<file path="config.mk">
export PLATFORM = sky130hd
export DESIGN_NAME = mult_result_display
export DESIGN_NICKNAME = d
export VERILOG_FILES = /design/src/rtl/mult_result_display.sv
export SDC_FILE = /design/constraint.sdc
export NUM_CORES = 1
export LEC_CHECK = 0
export BUFFER_PORTS_ARGS = -buffer_cell sky130_fd_sc_hd__buf_2
export CAP_MARGIN = 15
export CORE_MARGIN = 4
export CORE_UTILIZATION = 45
export CTS_BUF_LIST = sky130_fd_sc_hd__clkbuf_8 sky130_fd_sc_hd__clkbuf_16
export CTS_CLUSTER_SIZE = 8
export DETAILED_ROUTE_END_ITERATION = 10
export PLACE_DENSITY = 0.76
export SLEW_MARGIN = 10
export SYNTH_ARGS = -nofsm -noshare
export SYNTH_HDL_FRONTEND = slang
export SYNTH_SLANG_ARGS = --single-unit
</file>
<file path="constraint.sdc">
create_clock -name clk -period 4.2 [get_ports clk]
set_input_delay 0.42 -clock clk [delete_from_list [all_inputs] [get_ports clk]]
set_output_delay 0.42 -clock clk [all_outputs]
set_load 0.05 [all_outputs]
</file>
<file path="src/rtl/mult_result_display.sv">
// Captures the Booth multiplier's signed product on Done's rising edge, converts its magnitude
// to BCD with a bit-serial double-dabble and drives six active-low seven-segment displays.
module mult_result_display #(
    parameter int unsigned PW = 18,
    parameter int unsigned RW = 16,
    parameter int unsigned ND = 5
) (
    input  logic            clk,
    input  logic            Resetn,
    input  logic            Done,
    input  logic [PW-1:0]   Product,
    output logic            Busy,
    output logic            Valid,
    output logic            Sign,
    output logic [4*ND-1:0] Digits,
    output logic [6:0]      HEX0,
    output logic [6:0]      HEX1,
    output logic [6:0]      HEX2,
    output logic [6:0]      HEX3,
    output logic [6:0]      HEX4,
    output logic [6:0]      HEX5
);

    localparam int unsigned BW = 4 * ND;
    localparam int unsigned CW = $clog2(RW);

    typedef enum logic [1:0] {StIdle, StConv, StOut} state_e;

    state_e          r_state, w_state_next;
    logic            r_done_d;
    logic            r_sgn;
    logic [RW-1:0]   r_mag;
    logic [BW-1:0]   r_bcd;
    logic [CW-1:0]   r_cnt;
    logic            r_valid;
    logic            r_sign;
    logic [BW-1:0]   r_digits;
    logic [6:0]      r_hex [ND];
    logic [6:0]      r_hex5;

    logic            w_start;
    logic [RW-1:0]   w_prod;
    logic [RW-1:0]   w_mag;
    logic [BW-1:0]   w_adj;
    logic [6:0]      w_hex [ND];
    logic            w_seen;
    logic            w_sign;

    function automatic logic [6:0] seg7(input logic [3:0] d);
        case (d)
            4'd0:    seg7 = 7'h40;
            4'd1:    seg7 = 7'h79;
            4'd2:    seg7 = 7'h24;
            4'd3:    seg7 = 7'h30;
            4'd4:    seg7 = 7'h19;
            4'd5:    seg7 = 7'h12;
            4'd6:    seg7 = 7'h02;
            4'd7:    seg7 = 7'h78;
            4'd8:    seg7 = 7'h00;
            4'd9:    seg7 = 7'h10;
            default: seg7 = 7'h7F;
        endcase
    endfunction

    assign w_start = Done & ~r_done_d;
    assign w_prod  = Product[RW:1];
    // Two's-complement negate; the most negative value wraps to its own unsigned magnitude.
    assign w_mag   = w_prod[RW-1] ? (~w_prod + RW'(1)) : w_prod;
    assign w_sign  = r_sgn & (r_bcd != '0);

    always_comb begin
        w_adj = r_bcd;
        for (int i = 0; i < int'(ND); i++) begin
            if (r_bcd[4*i +: 4] >= 4'd5) begin
                w_adj[4*i +: 4] = r_bcd[4*i +: 4] + 4'd3;
            end
        end
    end

    // Leading-zero blanking: a digit shows once it or any higher digit is non-zero.
    always_comb begin
        w_seen = 1'b0;
        for (int i = int'(ND) - 1; i >= 0; i--) begin
            w_seen   = w_seen | (r_bcd[4*i +: 4] != 4'd0);
            w_hex[i] = (w_seen || i == 0) ? seg7(r_bcd[4*i +: 4]) : 7'h7F;
        end
    end

    always_comb begin
        w_state_next = r_state;
        case (r_state)
            StIdle:  if (w_start) w_state_next = StConv;
            StConv:  if (r_cnt == CW'(RW - 1)) w_state_next = StOut;
            StOut:   w_state_next = StIdle;
            default: w_state_next = StIdle;
        endcase
    end

    always_ff @(posedge clk) begin
        if (Resetn) begin
            r_state <= StIdle;
        end else begin
            r_state <= w_state_next;
        end
    end

    always_ff @(posedge clk) begin
        if (Resetn) begin
            r_done_d <= 1'b1;
            r_sgn    <= 1'b0;
            r_mag    <= '0;
            r_bcd    <= '0;
            r_cnt    <= '0;
            r_valid  <= 1'b0;
            r_sign   <= 1'b0;
            r_digits <= '0;
            r_hex5   <= 7'h7F;
            for (int i = 0; i < int'(ND); i++) begin
                r_hex[i] <= (i == 0) ? 7'h40 : 7'h7F;
            end
        end else begin
            r_done_d <= Done;
            r_valid  <= 1'b0;
            case (r_state)
                StIdle: begin
                    if (w_start) begin
                        r_sgn <= w_prod[RW-1];
                        r_mag <= w_mag;
                        r_bcd <= '0;
                        r_cnt <= '0;
                    end
                end
                StConv: begin
                    r_bcd <= {w_adj[BW-2:0], r_mag[RW-1]};
                    r_mag <= {r_mag[RW-2:0], 1'b0};
                    r_cnt <= r_cnt + CW'(1);
                end
                StOut: begin
                    r_valid  <= 1'b1;
                    r_digits <= r_bcd;
                    r_sign   <= w_sign;
                    r_hex5   <= w_sign ? 7'h3F : 7'h7F;
                    for (int i = 0; i < int'(ND); i++) begin
                        r_hex[i] <= w_hex[i];
                    end
                end
                default: ;
            endcase
        end
    end

    assign Busy   = (r_state != StIdle);
    assign Valid  = r_valid;
    assign Sign   = r_sign;
    assign Digits = r_digits;
    assign HEX0   = r_hex[0];
    assign HEX1   = r_hex[1];
    assign HEX2   = r_hex[2];
    assign HEX3   = r_hex[3];
    assign HEX4   = r_hex[4];
    assign HEX5   = r_hex5;

endmodule

</file>
==> flow_summary_export.csv <==
group,metric,value,unit
flow_run,cap_violations,0,
drt,via_per_inst,5.203,
power,clkPwrFrac,0.495,
grt,antenna_found_initial,0,
timing,drv_slew,0,
timing,hold_viol,0,
layout,fin_nets,829,
clock_network,hold_buffers,0,
power,p_leak,3.027,nW
die,coreArea,0.01399,sq mm
synth,ys_seq_area_frac,0.4781,
grt,overflow,0,
die,initial_core_util,0.4624,
clock_network,clock_latency,0.42,ns
timing,max_freq,349.4,MHz
drt,firstDrtPassIters,5,
placed_design,place_inst,929,
drt,drc,0,
synth,syn_avg_cell_area,9.348,sq um
synth,synth_warnings,0,
synth,syn_inst,692,
power,combPwrFrac,0.044,
clock_network,ctsResizeCount,0,
clock_network,cts_num_sinks,137,
die,die_h,127.9,microns
drt,drt_iter0_drc,300,
critical_path,cp-start-kind,"flip-flop",
clock_network,clkTransAtPathRegs,0.06,ns
grt,first_global_vias,4708,
run_status,run_status,"finished clean",
critical_path,crit_fanout,7,
layout,diodes,0,
clock_network,clock_path_buffers,2,
placed_design,port_buffers,77,
critical_path,critPathMaxStageDelay,0.49,ns
synth,yosysUniqueCellTypes,59,
power,power.internal,0.002282,W
critical_path,crit_arrival,3.17,ns
critical_path,r2r_setup_slack,1.34,ns
placed_design,hpwlAfterDp,9.332,mm
synth,synth_edf_count,35,
drt,wl_per_cell,14.30,microns
layout,fin_cells,961,
drt,maxUsedRoutingLayer,"met4",
timing,slew_headroom,0.3531,
critical_path,worst_path_max_delay_cell,"or4_1",
layout,drive_above_1_share,0.1844,
power,p_per_area,391.6,mW/mm^2
placed_design,place.gp.congestion,0.8824,
drt,detail_route.wirelength,13.75,mm
drt,wl_met2,6.757,mm
synth,netlist_area,0.006469,sq mm
clock_network,htreeDepth,4,
drt,vias,5000,
die,rows,43,
timing,rsz0062_at_grt,"no",
power,power_switching,0.0006903,W
drt,met3_length,754,microns
critical_path,crit_required,4.51,ns
grt,grt.total_usage,0.1716,
layout,syn_to_final_growth,17.35,%
timing,setup_violations,0,
clock_network,cts_tree,"yes",
drt,ant_nets,0,
timing,final.min_clock_period,2.862,ns
power,p_sw_frac,0.2322,
clock_network,cts_made_buffers,17,
critical_path,cp-end-kind,"flip-flop",
power,sequentialPowerShare,0.460,
die,die_area,0.01636,sq mm
clock_network,root_buffer,"clkbuf_16",
die,io_pins,86,
die,chipWidth,127.9,microns
worst_hold_path,hold_path.class,"input pin to flip-flop",
synth,synth_seq_cells,137,
timing,fin_crit_sh,0.6815,
critical_path,worstPathCellList,"inv_1 > ha_1 > nor2b_1 > nor3_1 > a21oi_1 > o2bb2ai_1 > inv_1 > ha_1 > or4_1 > and3_1",
timing,fin_skew,0.02130,ns
synth,ys_async_sr_fraction,0,
grt,grt_max_degree,38,
synth,synth_flop_cell,"dfxtp_1",
power,vdd_drop_max,0.2715,mV
drt,drt-met1-wl,6.074,mm
timing,tightest_slew,0.9638,ns
clock_network,post-cts-setup-buffer-count,0,
timing,tns,0,ns
grt,grt_first_pass_wirelength,22.60,mm
critical_path,critical_path_class,"flip-flop to flip-flop",
[cell families (layout without fill, tap and decap cells)]
| family | after synthesis | in the layout | share of synthesized area |
|---|---|---|---|
| DFF | 137 | 137 | 0.4781 |
| muxes | 7 | 7 | 0.01161 |
| other | 1 | 6 | 0.0005797 |
| and+or+nand+nor | 263 | 263 | 0.2060 |
| adders and majority gates | 40 | 40 | 0.07737 |
| AOI/OAI and AO/OA | 156 | 156 | 0.1555 |
| buffers and inverters | 71 | 155 | 0.04778 |
| xor gates and xnor gates | 17 | 17 | 0.02302 |
[per-stage QoR]
stage	hold slack, ns	util	total power (W)	instance area, sq um	worst slack (ns)
2_1_floorplan	0.4254	-	0.001491	6487	1.697
3_3_place_gp	0.4341	0.5004	0.001527	6999	1.439
3_5_place_dp	0.4395	0.5004	0.001529	6999	1.384
4_1_cts	0.2172	0.5427	0.002997	7591	1.375
5_1_grt	0.2234	0.5427	0.003068	7591	1.172
6_report	0.2263	0.5427	0.002972	7591	1.338
[placed cells by master (no fill, tap or decap), drive strengths merged, types with 4 or more instances in the layout]
cell | netlist | final
a31oi | 7 | 7
a211oi | 4 | 4
dfxtp | 102 | 102
buf | 15 | 87
a21o | 5 | 5
a22o | 9 | 9
nor2 | 42 | 42
ha | 40 | 40
inv | 36 | 41
o21ai | 31 | 31
and2 | 8 | 8
a32oi | 5 | 5
mux2 | 4 | 4
a21oi | 53 | 53
conb | 1 | 6
nand2b | 33 | 33
o31ai | 9 | 9
xnor2 | 9 | 9
clkinvlp | 0 | 4
a311oi | 5 | 5
or4 | 6 | 6
nor3 | 13 | 13
nor3b | 8 | 8
o2bb2ai | 7 | 7
or2 | 13 | 13
nand3 | 10 | 10
nand2 | 97 | 97
xor2 | 8 | 8
clkbuf | 20 | 17
and3 | 16 | 16
edfxtp | 35 | 35
clkinv | 0 | 4
a22oi | 8 | 8
[worst max-delay path, delay by kind of cell (launching register included)]
| family | cells | cell delay (ns) |
|---|---|---|
| AOI/OAI and AO/OA | 2 | 0.43 |
| DFF | 1 | 0.47 |
| and+or+nand+nor | 4 | 0.99 |
| adders and majority gates | 2 | 0.56 |
| buffers and inverters | 2 | 0.28 |
[final cells by class]
cell class | count | area [sq um]
clock buffers | 17 | 425.4
inverters | 36 | 135.1
fillers | 1274 | 6397
repair buffers | 87 | 460.4
multi-input cells | 489 | 3085
clock inverters | 15 | 166.4
well taps | 180 | 225.2
flip-flops and latches | 137 | 3093
[Yosys cell counts (5+ instances only)]
library cell | n | area share
dfxtp_1 | 102 | 0.32
nand2_1 | 96 | 0.056
a21oi_1 | 52 | 0.040
nor2_1 | 42 | 0.024
ha_1 | 40 | 0.077
inv_1 | 36 | 0.021
edfxtp_1 | 35 | 0.16
nand2b_1 | 33 | 0.032
o21ai_0 | 28 | 0.022
clkbuf_1 | 20 | 0.012
and3_1 | 15 | 0.015
nor3_1 | 13 | 0.010
or2_2 | 13 | 0.013
nand3_1 | 10 | 0.0077
a22o_1 | 9 | 0.012
o31ai_1 | 9 | 0.010
xnor2_1 | 9 | 0.012
a22oi_1 | 8 | 0.0093
and2_1 | 8 | 0.0077
buf_4 | 8 | 0.0093
xor2_1 | 8 | 0.011
a31oi_1 | 7 | 0.0068
o2bb2ai_1 | 7 | 0.0095
nor3b_1 | 6 | 0.0070
or4_1 | 6 | 0.0070
a311oi_1 | 5 | 0.0068
a32oi_1 | 5 | 0.0068
[per-layer routing]
metal | up-vias | global-route usage
met5 | - | 0
met4 | 0 | 0.07803
met3 | 12 | 0.03458
met2 | 116 | 0.2819
met1 | 2302 | 0.2180
li1 | 2570 | -
[path summary, 6_finish.rpt]
| kind | from | cells past startpoint | endpoint |
|---|---|---|---|
| max reg2reg | r_bcd[8]$_SDFFE_PP0N_ | 10 | flip-flop |
| max | r_bcd[8]$_SDFFE_PP0N_ | 10 | flip-flop |
| min | Done | 2 | r_done_d$_SDFF_PP1_ |
| min reg2reg | r_mag[11]$_SDFFE_PP0N_ | 2 | r_mag[11]$_SDFFE_PP0N_ |
[power groups by stage]
stage | clock network, W | logic (W) | registers (W)
after floorplan | 0 | 0.0000886 | 0.00140
after CTS | 0.00150 | 0.000132 | 0.00137
final | 0.00147 | 0.000132 | 0.00137
after global placement | 0 | 0.000130 | 0.00140
after detailed placement | 0 | 0.000132 | 0.00140
after global routing | 0.00155 | 0.000144 | 0.00137
No activity file was read; power rests on OpenSTA's default activity.
